## config.mk

```make
export PLATFORM = sky130hd
export DESIGN_NAME = pend_stamp
export DESIGN_NICKNAME = d
export VERILOG_FILES = /design/src/rtl/pend_stamp_pkg.sv /design/src/rtl/pend_stamp_entry.sv /design/src/rtl/pend_stamp.sv
export SDC_FILE = /design/constraint.sdc
export NUM_CORES = 1
export LEC_CHECK = 0
export ABC_CLOCK_PERIOD_IN_PS = 4000
export BUFFER_PORTS_ARGS = -buffer_cell sky130_fd_sc_hd__buf_2
export CORE_MARGIN = 2
export CORE_UTILIZATION = 50
export DETAILED_ROUTE_END_ITERATION = 12
export MAX_ROUTING_LAYER = met4
export PLACE_DENSITY = 0.81
export SLEW_MARGIN = 20
export SYNTH_ARGS = -nofsm -noshare
export SYNTH_HDL_FRONTEND = slang
export SYNTH_SLANG_ARGS = --single-unit
export TNS_END_PERCENT = 100
```

## constraint.sdc

```tcl
create_clock -name clk -period 4 [get_ports clk]
set_input_delay 0.2 -clock clk [delete_from_list [all_inputs] [get_ports clk]]
set_output_delay 0.2 -clock clk [all_outputs]
set_load 0.01 [all_outputs]
```

## src/rtl/pend_stamp_pkg.sv

```systemverilog
// Shared types, CSR map and status-word layout for the pend_stamp block.
package pend_stamp_pkg;

   localparam int unsigned VecSize          = 8;
   localparam int unsigned TimerWidth       = 24;
   localparam int unsigned CsrAddrWidth     = 12;
   localparam int unsigned WordWidth        = 32;
   localparam int unsigned RegWidth         = 5;
   localparam int unsigned StatusOverrunLsb = 16;

   typedef logic [CsrAddrWidth-1:0] CsrAddrT;
   typedef logic [WordWidth-1:0]    word;
   typedef logic [RegWidth-1:0]     r;
   typedef logic [TimerWidth-1:0]   TimerT;

   typedef enum logic [2:0] {
      CSR_NONE = 3'b000,
      CSR_RW   = 3'b001,
      CSR_RS   = 3'b010,
      CSR_RC   = 3'b011,
      CSR_RWI  = 3'b101,
      CSR_RSI  = 3'b110,
      CSR_RCI  = 3'b111
   } csr_op_t;

   typedef enum logic [1:0] {
      EMPTY    = 2'd0,
      CAPTURED = 2'd1,
      OVERRUN  = 2'd2
   } StampStateT;

   localparam CsrAddrT StampCsrBase = 12'hB40;
   localparam CsrAddrT StatusCsr    = 12'hB3F;

   // Status word layout: valid in the low byte lane, overrun from bit 16.
   typedef struct packed {
      logic [WordWidth-StatusOverrunLsb-VecSize-1:0] rsvd_hi;
      logic [VecSize-1:0]                            overrun;
      logic [StatusOverrunLsb-VecSize-1:0]           rsvd_lo;
      logic [VecSize-1:0]                            valid;
   } status_t;

   // Bits of the status word a CSR write asks to clear; software can never set.
   function automatic word status_clear_mask(csr_op_t op, word rs1_data, r zimm);
      word operand;
      word mask;
      operand = (op inside {CSR_RWI, CSR_RSI, CSR_RCI}) ? WordWidth'(zimm) : rs1_data;
      case (op)
         CSR_RW, CSR_RWI: mask = ~operand;
         CSR_RC, CSR_RCI: mask = operand;
         default:         mask = '0;
      endcase
      return mask;
   endfunction

endpackage

```

## src/rtl/pend_stamp_entry.sv

```systemverilog
// One vector's arrival stamp: pend edge detector, EMPTY/CAPTURED/OVERRUN state, stamp register.
// PEND_STAMP_OVERRUN_EN: keep the first stamp and flag overrun on a repeat rise; otherwise latest rise wins.
module pend_stamp_entry
   import pend_stamp_pkg::*;
(
   input  logic  clk,
   input  logic  reset,
   input  TimerT mono_timer,
   input  logic  pend,
   input  logic  clear_valid,
   input  logic  clear_overrun,
   output TimerT stamp,
   output logic  valid,
   output logic  overrun
);

   StampStateT state;
   logic       pend_q;
   logic       rise;

   assign rise = pend & ~pend_q;

   always_ff @(posedge clk) begin
      if (reset) begin
         state  <= EMPTY;
         stamp  <= '0;
         // A line held high across reset is not a new arrival.
         pend_q <= pend;
      end else begin
         pend_q <= pend;
         if (rise) begin
`ifdef PEND_STAMP_OVERRUN_EN
            if (state == EMPTY || clear_valid) begin
               stamp <= mono_timer;
               state <= CAPTURED;
            end else begin
               state <= OVERRUN;
            end
`else
            stamp <= mono_timer;
            state <= CAPTURED;
`endif
         end else if (clear_valid) begin
            state <= EMPTY;
         end else if (clear_overrun && state == OVERRUN) begin
            state <= CAPTURED;
         end
      end
   end

   assign valid   = (state != EMPTY);
   assign overrun = (state == OVERRUN);

endmodule

```

## src/rtl/pend_stamp.sv

```systemverilog
// Per-vector arrival time stamps with a CSR status/clear interface.
// Build option PEND_STAMP_OVERRUN_EN enables overrun tracking in each entry.
module pend_stamp
   import pend_stamp_pkg::*;
(
   input  logic               clk,
   input  logic               reset,
   input  TimerT              mono_timer,
   input  logic [VecSize-1:0] pend,
   input  logic               csr_enable,
   input  CsrAddrT            csr_addr,
   input  csr_op_t            csr_op,
   input  r                   rs1_zimm,
   input  word                rs1_data,
   output word                csr_out
);

   TimerT              stamp [VecSize];
   logic [VecSize-1:0] valid;
   logic [VecSize-1:0] overrun;
   logic               status_wr;
   status_t            clr;
   status_t            status_word;
   logic               unused_rsvd;

   assign status_wr   = csr_enable && (csr_addr == StatusCsr);
   assign clr         = status_wr ? status_t'(status_clear_mask(csr_op, rs1_data, rs1_zimm))
                                  : status_t'('0);
   assign unused_rsvd = ^{clr.rsvd_hi, clr.rsvd_lo};

   for (genvar k = 0; k < VecSize; k++) begin : g_entry
      pend_stamp_entry u_entry (
         .clk           (clk),
         .reset         (reset),
         .mono_timer    (mono_timer),
         .pend          (pend[k]),
         .clear_valid   (clr.valid[k]),
         .clear_overrun (clr.overrun[k]),
         .stamp         (stamp[k]),
         .valid         (valid[k]),
         .overrun       (overrun[k])
      );
   end

   always_comb begin
      status_word         = '0;
      status_word.valid   = valid;
      status_word.overrun = overrun;
   end

   // Zero-cycle read mux; undecoded addresses read zero.
   always_comb begin
      csr_out = '0;
      if (csr_addr == StatusCsr) begin
         csr_out = status_word;
      end
      for (int k = 0; k < VecSize; k++) begin
         if (csr_addr == StampCsrBase + CsrAddrWidth'(k)) begin
            csr_out = WordWidth'(stamp[k]);
         end
      end
   end

endmodule

```

---- After elaboration in Yosys (flattened, before gate mapping) ----
Cells that the tools add are included.
storage, ports and cells
  register bits ........................... 208
  latch bits .............................. 0
  memory bits (writable) .................. 0
  ROM bits ................................ 0
  word-level logic and storage cells ...... 95
  memories kept ........................... 0
cells by class
  $add $sub $neg .......................... 0
  $mul .................................... 0
  divide/modulo/power cells ............... 0
  magnitude comparators ................... 0
  equal/unequal tests ..................... 14
  shift-type cells ........................ 0
  mux-type cells .......................... 28
  bitwise logic cells ..................... 17
  reduce and logical (&&, ||, !) cells .... 12
operators with widths
  kind                                           count
  two-way mux 32 bit                             8
  == test 12 bit, second input constant          9
  nonzero test 3 bit                             9
  two-way mux 8 bit                              3
  two-way mux 1 bit                              16
  case mux 8 bit (2 select lines)                1
  == test 3 bit, second input constant           3
  AND 1 bit                                      8
  inverter 1 bit                                 8
  inverter 8 bit                                 1
  OR reduction 2 bit                             2
  == test 3 x 1 -> 1 bit, second input constant  1
  == test 3 x 2 -> 1 bit, second input constant  1
  logical AND 1 bit                              1

---- Depth between registers and ports, before layout ----
Gate-level depths: netlist of run 1.
  depth after elaboration ................. 10
  mapped depth ............................ 8
  mapped depth without buffers ............ 5

---- Modules after synthesis ----
From an unflattened synthesis of run 1, not the netlist that was laid out.
second synthesis, totals
  cell total of the unflattened synthesis .. 1331
  area total of the unflattened synthesis .. 12467.0 um2
by module, submodules not included
  module            instances  cells an instance  area each (um2)  seq. area each (um2)
  pend_stamp_entry  8          114                1234.9           520.5
  pend_stamp        1          419                2587.5           0.0

---- Worst setup path before layout of run 1 ----
OpenSTA, ideal clock, no wires.
  path kind ............................... input to output
  from .................................... input csr_addr[5]
  to ...................................... output csr_out[22]
  data arrival time ....................... 1.882 ns
  data required time ...................... 3.800 ns
  setup slack ............................. 1.918 ns
  stages on the path ...................... 6
  path buffers ............................ 1
  path through ............................ or4b_4 -> or3_1 -> buf_6 -> nor3_4 -> a222oi_1 -> o31ai_1
on the way
  word-level cells in the longest chain between the ends .. 9
  elaborated cells between the ends (all ways) .. 16
ends and longest elaborated chain
  what                             line              text
  start, declared                  pend_stamp.sv:11  input CsrAddrT csr_addr,
  == test 12 bit                   pend_stamp.sv:58  if (csr_addr == StampCsrBase + CsrAddrWidth'(k)) begin
  two-way mux 32 bit (7 in a row)  pend_stamp.sv:58
  two-way mux 32 bit (*)           pend_stamp.sv:58
  end, declared                    pend_stamp.sv:15  output word csr_out
Every way passes the cells marked *; elsewhere a longest branch is shown, timed or not.

---- Final worst setup path of run 1 ----
  from .................................... input csr_addr[4]
  to ...................................... output csr_out[22]
Same word-level chain as after synthesis.

==> impl_metrics.py, run 1 <==
metrics = {
    "outcome": {
        "outcome": "finished, final reports clean",
    },
    "timing": {
        "rsz0062_at_grt": "false",
        "setup_viol": 0,
        "fin_tns_setup_ns": 0,
        "period_share": 0.766,
        "finClkSkew_ns": 0.00555,
        "slew_viol_final": 0,
        "hold_slack_ns": 0.00625,
        "tightestPinTransition_ns": 1.01,
        "hold_violations": 0,
        "max_freq_ghz": 0.326,
        "relSlewSlack": 0.328,
        "layout_min_cycle_time_ns": 3.06,
    },
    "critical_path": {
        "rr_worst_depth": 4,
        "end_kind": "output port",
        "worst-path-max-fanout": 12,
        "path_class": "primary input to output port",
        "crit_path_start_kind": "primary input",
        "crit_required_ns": 3.80,
        "critPathArrivalTime_ns": 2.86,
    },
    "cells_and_area": {
        "syn_to_final_growth_pct": 12.8,
        "final_nets": 1323,
        "n_fill_cell": 1610,
        "ff_latch_area_sq_mm": 0.00416,
        "multiInputGateArea_sq_mm": 0.00453,
        "stdcell_count": 1479,
        "drive_gt1_frac": 0.152,
    },
    "floorplanning": {
        "ioPinCount": 119,
        "initial_core_util": 0.513,
        "die-area_sq_mm": 0.0196,
        "die_w_um": 140,
        "core_area_sq_mm": 0.0180,
        "fp.dieH_um": 140,
        "std_cell_rows": 49,
    },
    "logic_synthesis": {
        "ys_warn_count": 0,
        "synthArstFlopShare": 0,
        "syn-cell-area_sq_mm": 0.00924,
        "synthCells": 1215,
        "synth_ff_type": "dfxtp_1",
        "synth_edf_count": 0,
        "yosys.area.top_type": "dfxtp_1",
        "avgSynthCellArea_sq_um": 7.61,
        "ys_types": 49,
        "ys_seq_elements": 208,
        "seq_area_frac_synth": 0.450,
        "synthTopCellsByArea": "dfxtp_1 45%, nand2_1 17%, a21oi_1 11%",
        "yosysTopAreaCellShare": 0.450,
    },
    "placed_design": {
        "dp.cells": 1433,
        "io_buffers": 86,
        "gp_congestion": 0.892,
        "dp.final_hpwl_mm": 16.8,
    },
    "clocking": {
        "hold_buffers": 8,
        "cts-root-buf": "clkbuf_16",
        "cts_post_setup_buffers_inserted": 0,
        "cts_tree": "yes",
        "clkLatencyLatePin_ns": 0.50,
        "cts_max_level": 1,
        "cts_resized": 0,
        "clock_sinks": 208,
        "cts_made_buffers": 22,
        "clock_path_buffers": 3,
        "path_clk_slew_ns": 0.06,
    },
    "global_routing": {
        "antenna_found_initial": 1,
        "grt_util_all_layers": 0.291,
        "grt_start_max_net_pins": 131,
        "grt_pass1_vias": 8376,
        "overflow": 0,
        "grt_pass1_wl_mm": 44.6,
    },
    "flow_run": {
        "maxCapViolations": 0,
    },
    "pwr": {
        "powerDensity_mw_per_mm2": 448,
        "p_leak_nw": 3.91,
        "ir_drop_mv": 0.316,
    },
    "min_path": {
        "worstHoldPathCells": 3,
        "hold_path.class": "primary input to register",
    },
    "route": {
        "post-route-drc-count": 0,
        "routedWlPerCell_um": 19.0,
        "drt-pass1-iter-count": 5,
        "vias": 8825,
        "wl_mm": 28.1,
        "ant_nets": 0,
        "routed_via_density": 5.97,
        "first_iter_violations": 1131,
    },
}
worst max-delay path: stages:
cell and delay (ns):
buf_2 0.11, nand4b_1 0.46, or3_1 0.65, nor3_4 0.59
a222oi_1 0.19, o31ai_1 0.44, buf_2 0.21
registers in the layout, indices dropped and copies added, names as in the netlist:
signal                  cells
g_entry.u_entry.pend_q      8
g_entry.u_entry.stamp     192
g_entry.u_entry.state       8
layer usage:
layer	vias up	GRT usage	share of wire
met2	482	0.443	0.46
met4	0	0.106	0.026
met5	-	-	0
met1	4163	0.391	0.42
li1	4109	-	-
met3	71	0.0523	0.10
area by class of cell:
class | instances | area share
Multi-Input combinational cell | 877 | 0.435
Sequential cell | 208 | 0.399
Timing Repair Buffer | 121 | 0.0690
Clock buffer | 29 | 0.0602
Tap cell | 229 | 0.0275
Clock inverter | 8 | 0.00672
Inverter | 6 | 0.00216
Antenna cell | 1 | 0.000240
per-stage QoR:
step	setup slack (ns)	cell area (sq um)	util	power, mW
after CTS	1.01	10400	0.578	4.67
after floorplan	1.92	9270	-	2.57
after global placement	1.06	9650	0.535	2.69
final	0.937	10400	0.579	4.67
after detailed placement	1.02	9650	0.535	2.70
after global routing	0.887	10400	0.579	4.83
cells in the final DEF (no fill, tap or decap), types with 3 or more instances in the layout:
master         instances
nand2_1              410
clkbuf_8               3
mux2i_1                9
clkinv_2               5
o32ai_1                3
or3_1                  4
dfxtp_1              208
o31ai_1                4
buf_4                 27
a222oi_1              16
nand4_1                5
a21oi_1              211
nor3_1                 4
a22o_1                 5
clkbuf_16             23
mux4_2                13
nand2b_1              13
nor2b_2                8
clkbuf_1               3
mux2_2                 3
xnor2_1                8
nor4b_1                4
a22oi_1               10
conb_1                 8
dlygate4sd3_1          8
a2bb2oi_1              5
inv_1                  4
or2_2                 13
o22ai_1                8
o21ai_1               11
o21ai_0               48
a221oi_1               3
nor2_1                26
buf_2                 85
nor2b_1                3
worst paths after layout:
check                               startpoint                      endpoint  slack (ns)
setup / recovery                   csr_addr[4]                   csr_out[22]        0.94
hold / removal                  mono_timer[11]  g_entry[4].u_entry.stamp[11]       0.006
setup reg to reg     g_entry[6].u_entry.pend_q  g_entry[6].u_entry.stamp[14]        2.80
hold reg to reg   g_entry[4].u_entry.stamp[11]  g_entry[4].u_entry.stamp[11]        0.45
kinds of logic (layout without fill, tap and decap cells):
group	count (synthesis)	after routing	share of synthesized area
compound gates	328	328	0.199
xor+xnor	8	8	0.00758
buf+inv	137	164	0.0647
flops	208	208	0.450
mux	25	25	0.0451
other cells	1	9	0.000406
simple gates	508	508	0.233
synth_stat cells, types with 3 or more instances:
master and count:
or3_1 4, o22ai_1 8, mux2_2 3, o32ai_1 3, a221oi_1 3, a22o_1 5
nor4b_1 4, buf_4 9, a22oi_1 10, clkbuf_2 24, nand2b_1 13, buf_2 4
o21ai_1 11, nor2_1 26, buf_1 4, xnor2_1 8, or2_2 13, nand4_1 5
a222oi_1 16, mux2i_1 9, nand2_1 410, o21ai_0 48, dfxtp_1 208, a2bb2oi_1 5
nor2b_1 11, a21oi_1 211, nor3_1 4, inv_1 4, o31ai_1 4, clkbuf_1 88
mux4_2 13
power breakdown:
| part | switching (mW) | internal, mW |
|---|---|---|
| clock network | 0.831 | 1.16 |
| registers | 0.0487 | 2.17 |
| logic | 0.302 | 0.157 |
Power figures use the tool's default switching activity.
==> inputs of run 2 (changes only) <==
--- a/config.mk
+++ b/config.mk
@@ -5,13 +5,13 @@
 export SDC_FILE = /design/constraint.sdc
 export NUM_CORES = 1
 export LEC_CHECK = 0
-export ABC_CLOCK_PERIOD_IN_PS = 4000
+export ABC_CLOCK_PERIOD_IN_PS = 2600
 export BUFFER_PORTS_ARGS = -buffer_cell sky130_fd_sc_hd__buf_2
 export CORE_MARGIN = 2
 export CORE_UTILIZATION = 50
 export DETAILED_ROUTE_END_ITERATION = 12
 export MAX_ROUTING_LAYER = met4
-export PLACE_DENSITY = 0.81
+export PLACE_DENSITY = 0.83
 export SLEW_MARGIN = 20
 export SYNTH_ARGS = -nofsm -noshare
 export SYNTH_HDL_FRONTEND = slang
==> constraint.sdc (replaced) <==
create_clock -name clk -period 2.6 [get_ports clk]
set_input_delay 0.13 -clock clk [delete_from_list [all_inputs] [get_ports clk]]
set_output_delay 0.13 -clock clk [all_outputs]
set_load 0.01 [all_outputs]
==> run 2 against run 1 <==
Compared with the run above:
- count of clock-buffer cells in the layout rose by 4
- global-route usage rose by 0.31 points
- worst hold slack improved by 0.078 ns
- core utilization rose by 2.4 points
- die area did not move
- clock power rose by 59%
- total power rose by 57%
- via count rose by 3.5%
- largest cell class unchanged
- highest routed layer unchanged
==> impl_metrics.py, run 2 (same netlist as run 1, synthesis figures left out) <==
metrics = {
    "outcome": {
        "outcome": "finished, final reports clean",
    },
    "global_routing": {
        "grt_util_all_layers": 0.294,
        "overflow": 0,
        "grt_pass1_wl_mm": 45.2,
        "grt_pass1_vias": 8672,
        "grt_start_max_net_pins": 73,
        "antenna_found_initial": 0,
    },
    "cells_and_area": {
        "antenna_cells": 0,
        "reg.largest.list": "g_entry.u_entry.stamp x192, g_entry.u_entry.pend_q x8, g_entry.u_entry.state x8",
        "final_nets": 1365,
        "drive_gt1_frac": 0.162,
        "largest_register_ff_count": 192,
        "regMostFlops": "g_entry.u_entry.stamp",
        "n_fill_cell": 1590,
        "mostFrequentLayoutCells": "410 x nand2_1, 211 x a21oi_1, 208 x dfxtp_1",
        "layout_commonest_cell": "nand2_1",
        "design_area_sq_mm": 0.0109,
        "syn_to_final_growth_pct": 17.5,
    },
    "pwr": {
        "powerDensity_mw_per_mm2": 675,
        "ir_drop_mv": 0.616,
        "p_leak_nw": 4.12,
    },
    "clocking": {
        "cts_max_level": 1,
        "clkLatencyLatePin_ns": 0.51,
        "clock_sinks": 208,
        "cts_made_buffers": 22,
        "cts-root-buf": "clkbuf_16",
        "cts_tree": "yes",
        "cts_post_setup_buffers_inserted": 0,
        "clock_path_buffers": 3,
        "path_clk_slew_ns": 0.06,
    },
    "timing": {
        "tightestPinTransition_ns": 0.634,
        "fin_tns_setup_ns": 0,
        "hold_slack_ns": 0.0840,
        "layout_min_cycle_time_ns": 2.45,
        "hold_violations": 0,
        "slew_viol_final": 0,
        "setup_viol": 0,
        "period_share": 0.943,
        "rsz0062_at_grt": "false",
        "relSlewSlack": 0.574,
        "finClkSkew_ns": 0.00880,
        "max_freq_ghz": 0.408,
    },
    "floorplanning": {
        "std_cell_rows": 49,
        "die_w_um": 140,
        "ioPinCount": 119,
        "fp.dieH_um": 140,
        "die-area_sq_mm": 0.0196,
        "initial_core_util": 0.513,
        "core_area_sq_mm": 0.0180,
    },
    "critical_path": {
        "slowest_delay_ns": 0.62,
        "path_depth": 7,
        "critPathTopFamily": "simple AND/OR/NAND/NOR gates",
        "path_common_cell": "buf_2",
        "path_class": "primary input to output port",
        "ff2ff_setup_slack_ns": 1.39,
        "reg2reg_to": "g_entry[7].u_entry.stamp[23]",
        "worst-path-max-fanout": 6,
        "crit_required_ns": 2.47,
        "crit_path_start_kind": "primary input",
        "slowest_stage": "or4b_4",
        "end_kind": "output port",
        "rr_worst_depth": 4,
        "startpoint": "csr_addr[5]",
        "cp_cell_sequence": "buf_2 -> or4b_4 -> or3_1 -> nor3_4 -> a222oi_1 -> o21ai_0 -> buf_2",
        "critPathArrivalTime_ns": 2.32,
        "crit_path_end": "csr_out[23]",
        "r2r-start": "g_entry[7].u_entry.pend_q",
        "critPathBufInv": 2,
    },
    "placed_design": {
        "gp_congestion": 0.890,
        "dp.final_hpwl_mm": 17.6,
        "io_buffers": 86,
        "placedInstanceArea_sq_mm": 0.00981,
    },
    "route": {
        "routed_via_density": 6.00,
        "first_iter_violations": 1237,
        "vias": 9131,
        "ant_nets": 0,
        "drt-pass1-iter-count": 10,
        "wl_mm": 28.9,
        "post-route-drc-count": 0,
        "routedWlPerCell_um": 19.0,
    },
    "min_path": {
        "hold_path.class": "primary input to register",
    },
    "flow_run": {
        "maxCapViolations": 0,
    },
}
[run 2: per-layer routing]
layer,vias up,routed length (um),track usage
met5,-,0,-
met4,0,962,0.114
met3,95,3410,0.0485
met2,602,13400,0.453
met1,4250,11100,0.391
li1,4184,-,-
[run 2: how the worst min path moves through the flow]
stage             from                           end  slack (ns)  depth (start not counted)
2_1_floorplan  pend[0]     g_entry[0].u_entry.pend_q        0.16                          0
3_3_place_gp   pend[6]     g_entry[6].u_entry.pend_q        0.26                          1
3_5_place_dp   pend[5]     g_entry[5].u_entry.pend_q        0.26                          1
4_1_cts          reset  g_entry[0].u_entry.stamp[15]        0.08                          2
5_1_grt          reset  g_entry[1].u_entry.stamp[15]        0.11                          2
6_report         reset  g_entry[0].u_entry.stamp[13]        0.08                          2
[run 2: timing repair]
item / in CTS / in global routing
hold buffers: 32 / 0
hold endpoints to repair: 199 / 0
resized for setup: 0 / 0
[run 2: cell type report]
| class | count | area, sq um | area share |
|---|---|---|---|
| Sequential cell | 208 | 4160 | 0.383 |
| Timing Repair Buffer | 163 | 1120 | 0.103 |
| Tap cell | 229 | 287 | 0.0264 |
| Inverter | 6 | 22.5 | 0.00207 |
| Clock inverter | 6 | 60.1 | 0.00553 |
| Clock buffer | 33 | 673 | 0.0620 |
| Multi-Input combinational cell | 877 | 4530 | 0.418 |
[run 2: where the power goes]
| part | internal, mW | switching (mW) |
|---|---|---|
| clock network | 1.88 | 1.27 |
| logic | 0.275 | 0.479 |
| registers | 3.34 | 0.0762 |
[run 2: metrics by stage]
step / util / power (mW) / std cells / setup slack [ns]
detailed placement: 0.544 / 4.18 / 1451 / 0.209
finish: 0.603 / 7.33 / 1522 / 0.148
floorplan: - / 3.95 / 1222 / 0.658
CTS: 0.603 / 7.32 / 1522 / 0.190
global placement: 0.544 / 4.15 / 1451 / 0.259
global route: 0.603 / 7.55 / 1522 / 0.0707
[run 2: worst register-to-register path, delay by kind of cell (launching register included)]
family | cells | cell delay, ns
simple gates | 2 | 0.24
buf+inv | 1 | 0.36
flops | 1 | 0.35
compound gates | 1 | 0.18
==> inputs of run 3 (changes only) <==
==> constraint.sdc (replaced) <==
create_clock -name clk -period 2.6 [get_ports clk]
set_input_delay 0.39 -clock clk [delete_from_list [all_inputs] [get_ports clk]]
set_output_delay 0.39 -clock clk [all_outputs]
set_load 0.01 [all_outputs]
==> run 3 against run 2 <==
Compared with the run above:
- the flow now finishes with violations (negative setup slack)
- total power is 0.59% higher
- routed wire length increased by 1.8%
- sequential share of layout area fell by 0.36 points
- die area unchanged
- final cell count did not move
- core utilization up 0.58 points
- setup slack worse by 0.38 ns
==> impl_metrics.py, run 3 (same netlist as run 1, synthesis figures left out) <==
metrics = {
    "global_routing": {
        "top_usage_layer": "met2",
        "met1_usage": 0.386,
        "grt_start_max_net_pins": 71,
        "grt_pass1_wl_mm": 45.5,
        "grtUsageMet2": 0.468,
        "use_met3": 0.0448,
        "antenna_found_initial": 1,
        "overflow": 0,
        "grt_util_all_layers": 0.299,
        "grt_pass1_vias": 8749,
    },
    "placed_design": {
        "dp.cells": 1478,
        "gp_congestion": 0.936,
        "placedInstanceArea_sq_mm": 0.0100,
        "place_ws_ns": -0.185,
        "dp.final_hpwl_mm": 18.1,
        "io_buffers": 86,
    },
    "critical_path": {
        "slowest_delay_ns": 0.60,
        "path_common_cell": "buf_6",
        "critPathTopFamily": "simple AND/OR/NAND/NOR gates",
        "critPathArrivalTime_ns": 2.44,
        "end_kind": "output port",
        "worst-path-max-fanout": 6,
        "slowest_stage": "or4b_4",
        "path_class": "primary input to output port",
        "crit_path_start_kind": "primary input",
        "critPathBufInv": 3,
        "cp_cell_sequence": "buf_6 -> or4b_4 -> or3_4 -> buf_6 -> nor4_1 -> o31ai_2 -> buf_2",
        "crit_required_ns": 2.21,
    },
    "cells_and_area": {
        "syn_to_final_growth_pct": 18.6,
        "regMostFlops": "g_entry.u_entry.stamp",
        "design_area_sq_mm": 0.0110,
        "reg.largest.list": "g_entry.u_entry.stamp x192, g_entry.u_entry.pend_q x8, g_entry.u_entry.state x8",
        "layout_commonest_cell": "nand2_1",
        "stdcell_count": 1522,
        "n_fill_cell": 1516,
        "final_nets": 1365,
        "drive_gt1_frac": 0.198,
        "final_util": 0.608,
        "multiInputGateArea_sq_mm": 0.00463,
        "ff_latch_area_sq_mm": 0.00416,
        "mostFrequentLayoutCells": "409 x nand2_1, 210 x a21oi_1, 208 x dfxtp_1",
        "largest_register_ff_count": 192,
    },
    "route": {
        "wl_mm": 29.4,
        "first_iter_violations": 1317,
        "routedWlPerCell_um": 19.3,
        "routed_via_density": 6.02,
        "vias": 9155,
        "drt-pass1-iter-count": 8,
        "ant_nets": 0,
        "post-route-drc-count": 0,
    },
    "timing": {
        "hold_slack_ns": 0.0166,
        "layout_min_cycle_time_ns": 2.83,
        "finClkSkew_ns": 0.0165,
        "period_share": 1.09,
        "fin_tns_setup_ns": -0.595,
        "relSlewSlack": 0.581,
        "setup_viol": 15,
        "max_freq_ghz": 0.354,
        "rsz0062_at_grt": "true",
        "tightestPinTransition_ns": 0.623,
        "slew_viol_final": 0,
        "finalWorstSetupSlack_ns": -0.227,
        "hold_violations": 0,
    },
    "clocking": {
        "cts_tree": "yes",
        "clock_path_buffers": 3,
        "cts_max_level": 1,
        "clock_sinks": 208,
        "cts-root-buf": "clkbuf_16",
        "clkLatencyLatePin_ns": 0.51,
        "cts_made_buffers": 22,
        "path_clk_slew_ns": 0.06,
    },
    "outcome": {
        "failed_checks": "negative setup slack",
        "outcome": "finished with violations",
    },
    "floorplanning": {
        "ioPinCount": 119,
        "std_cell_rows": 49,
        "die-area_sq_mm": 0.0196,
        "initial_core_util": 0.513,
        "core_area_sq_mm": 0.0180,
        "fp.dieH_um": 140,
        "die_w_um": 140,
    },
    "pwr": {
        "power_mw": 7.37,
        "p_leak_nw": 4.23,
        "ir_drop_mv": 0.476,
        "powerDensity_mw_per_mm2": 673,
    },
    "flow_run": {
        "maxCapViolations": 0,
    },
    "min_path": {
        "hold_path.class": "primary input to register",
    },
}
## run 3: cell type report
class	count	area share
multi-input combinational	877	0.423
sequential	208	0.380
timing repair buffer	163	0.101
clock buffer	33	0.0596
tap	229	0.0261
clock inverter	5	0.00742
inverter	6	0.00274
antenna	1	0.000228
## run 3: timing repair
action	CTS	global route
endpoints found under the setup margin	21	24
hold endpoints to repair	1	0
pin swaps	17	8
hold buffers	1	0
setup buffers	3	3
gates resized for setup	15	34
## run 3: where the power goes
part	leakage [nW]	internal, mW	switching (mW)
Clock	0.361	1.93	1.27
Sequential	1.70	3.34	0.0780
Combinational	2.17	0.263	0.486
Total	4.23	5.54	1.84
## run 3: metal layers
| metal | up-vias | wire, um |
|---|---|---|
| met5 | - | 0 |
| met4 | 0 | 1230 |
| met3 | 113 | 3260 |
| met2 | 567 | 13600 |
| met1 | 4288 | 11300 |
| li1 | 4187 | - |
## run 3: path summary, 6_finish.rpt
| check | cells after the start | from | slack (ns) | end |
|---|---|---|---|---|
| setup / recovery | 7 | csr_addr[5] | -0.23 | csr_out[22] |
| hold / removal | 1 | pend[7] | 0.02 | g_entry[7].u_entry.pend_q |
| setup reg to reg | 4 | g_entry[7].u_entry.pend_q | 1.32 | g_entry[7].u_entry.stamp[2] |
| hold reg to reg | 2 | g_entry[6].u_entry.stamp[12] | 0.45 | g_entry[6].u_entry.stamp[12] |
## run 3: worst reg2reg max path, delay by kind of cell (launching register included)
kind	cells	cell delay (ns)
buffers and inverters	1	0.36
AND/OR/NAND/NOR	2	0.27
flip-flops	1	0.34
AO/OA/AOI/OAI	1	0.23
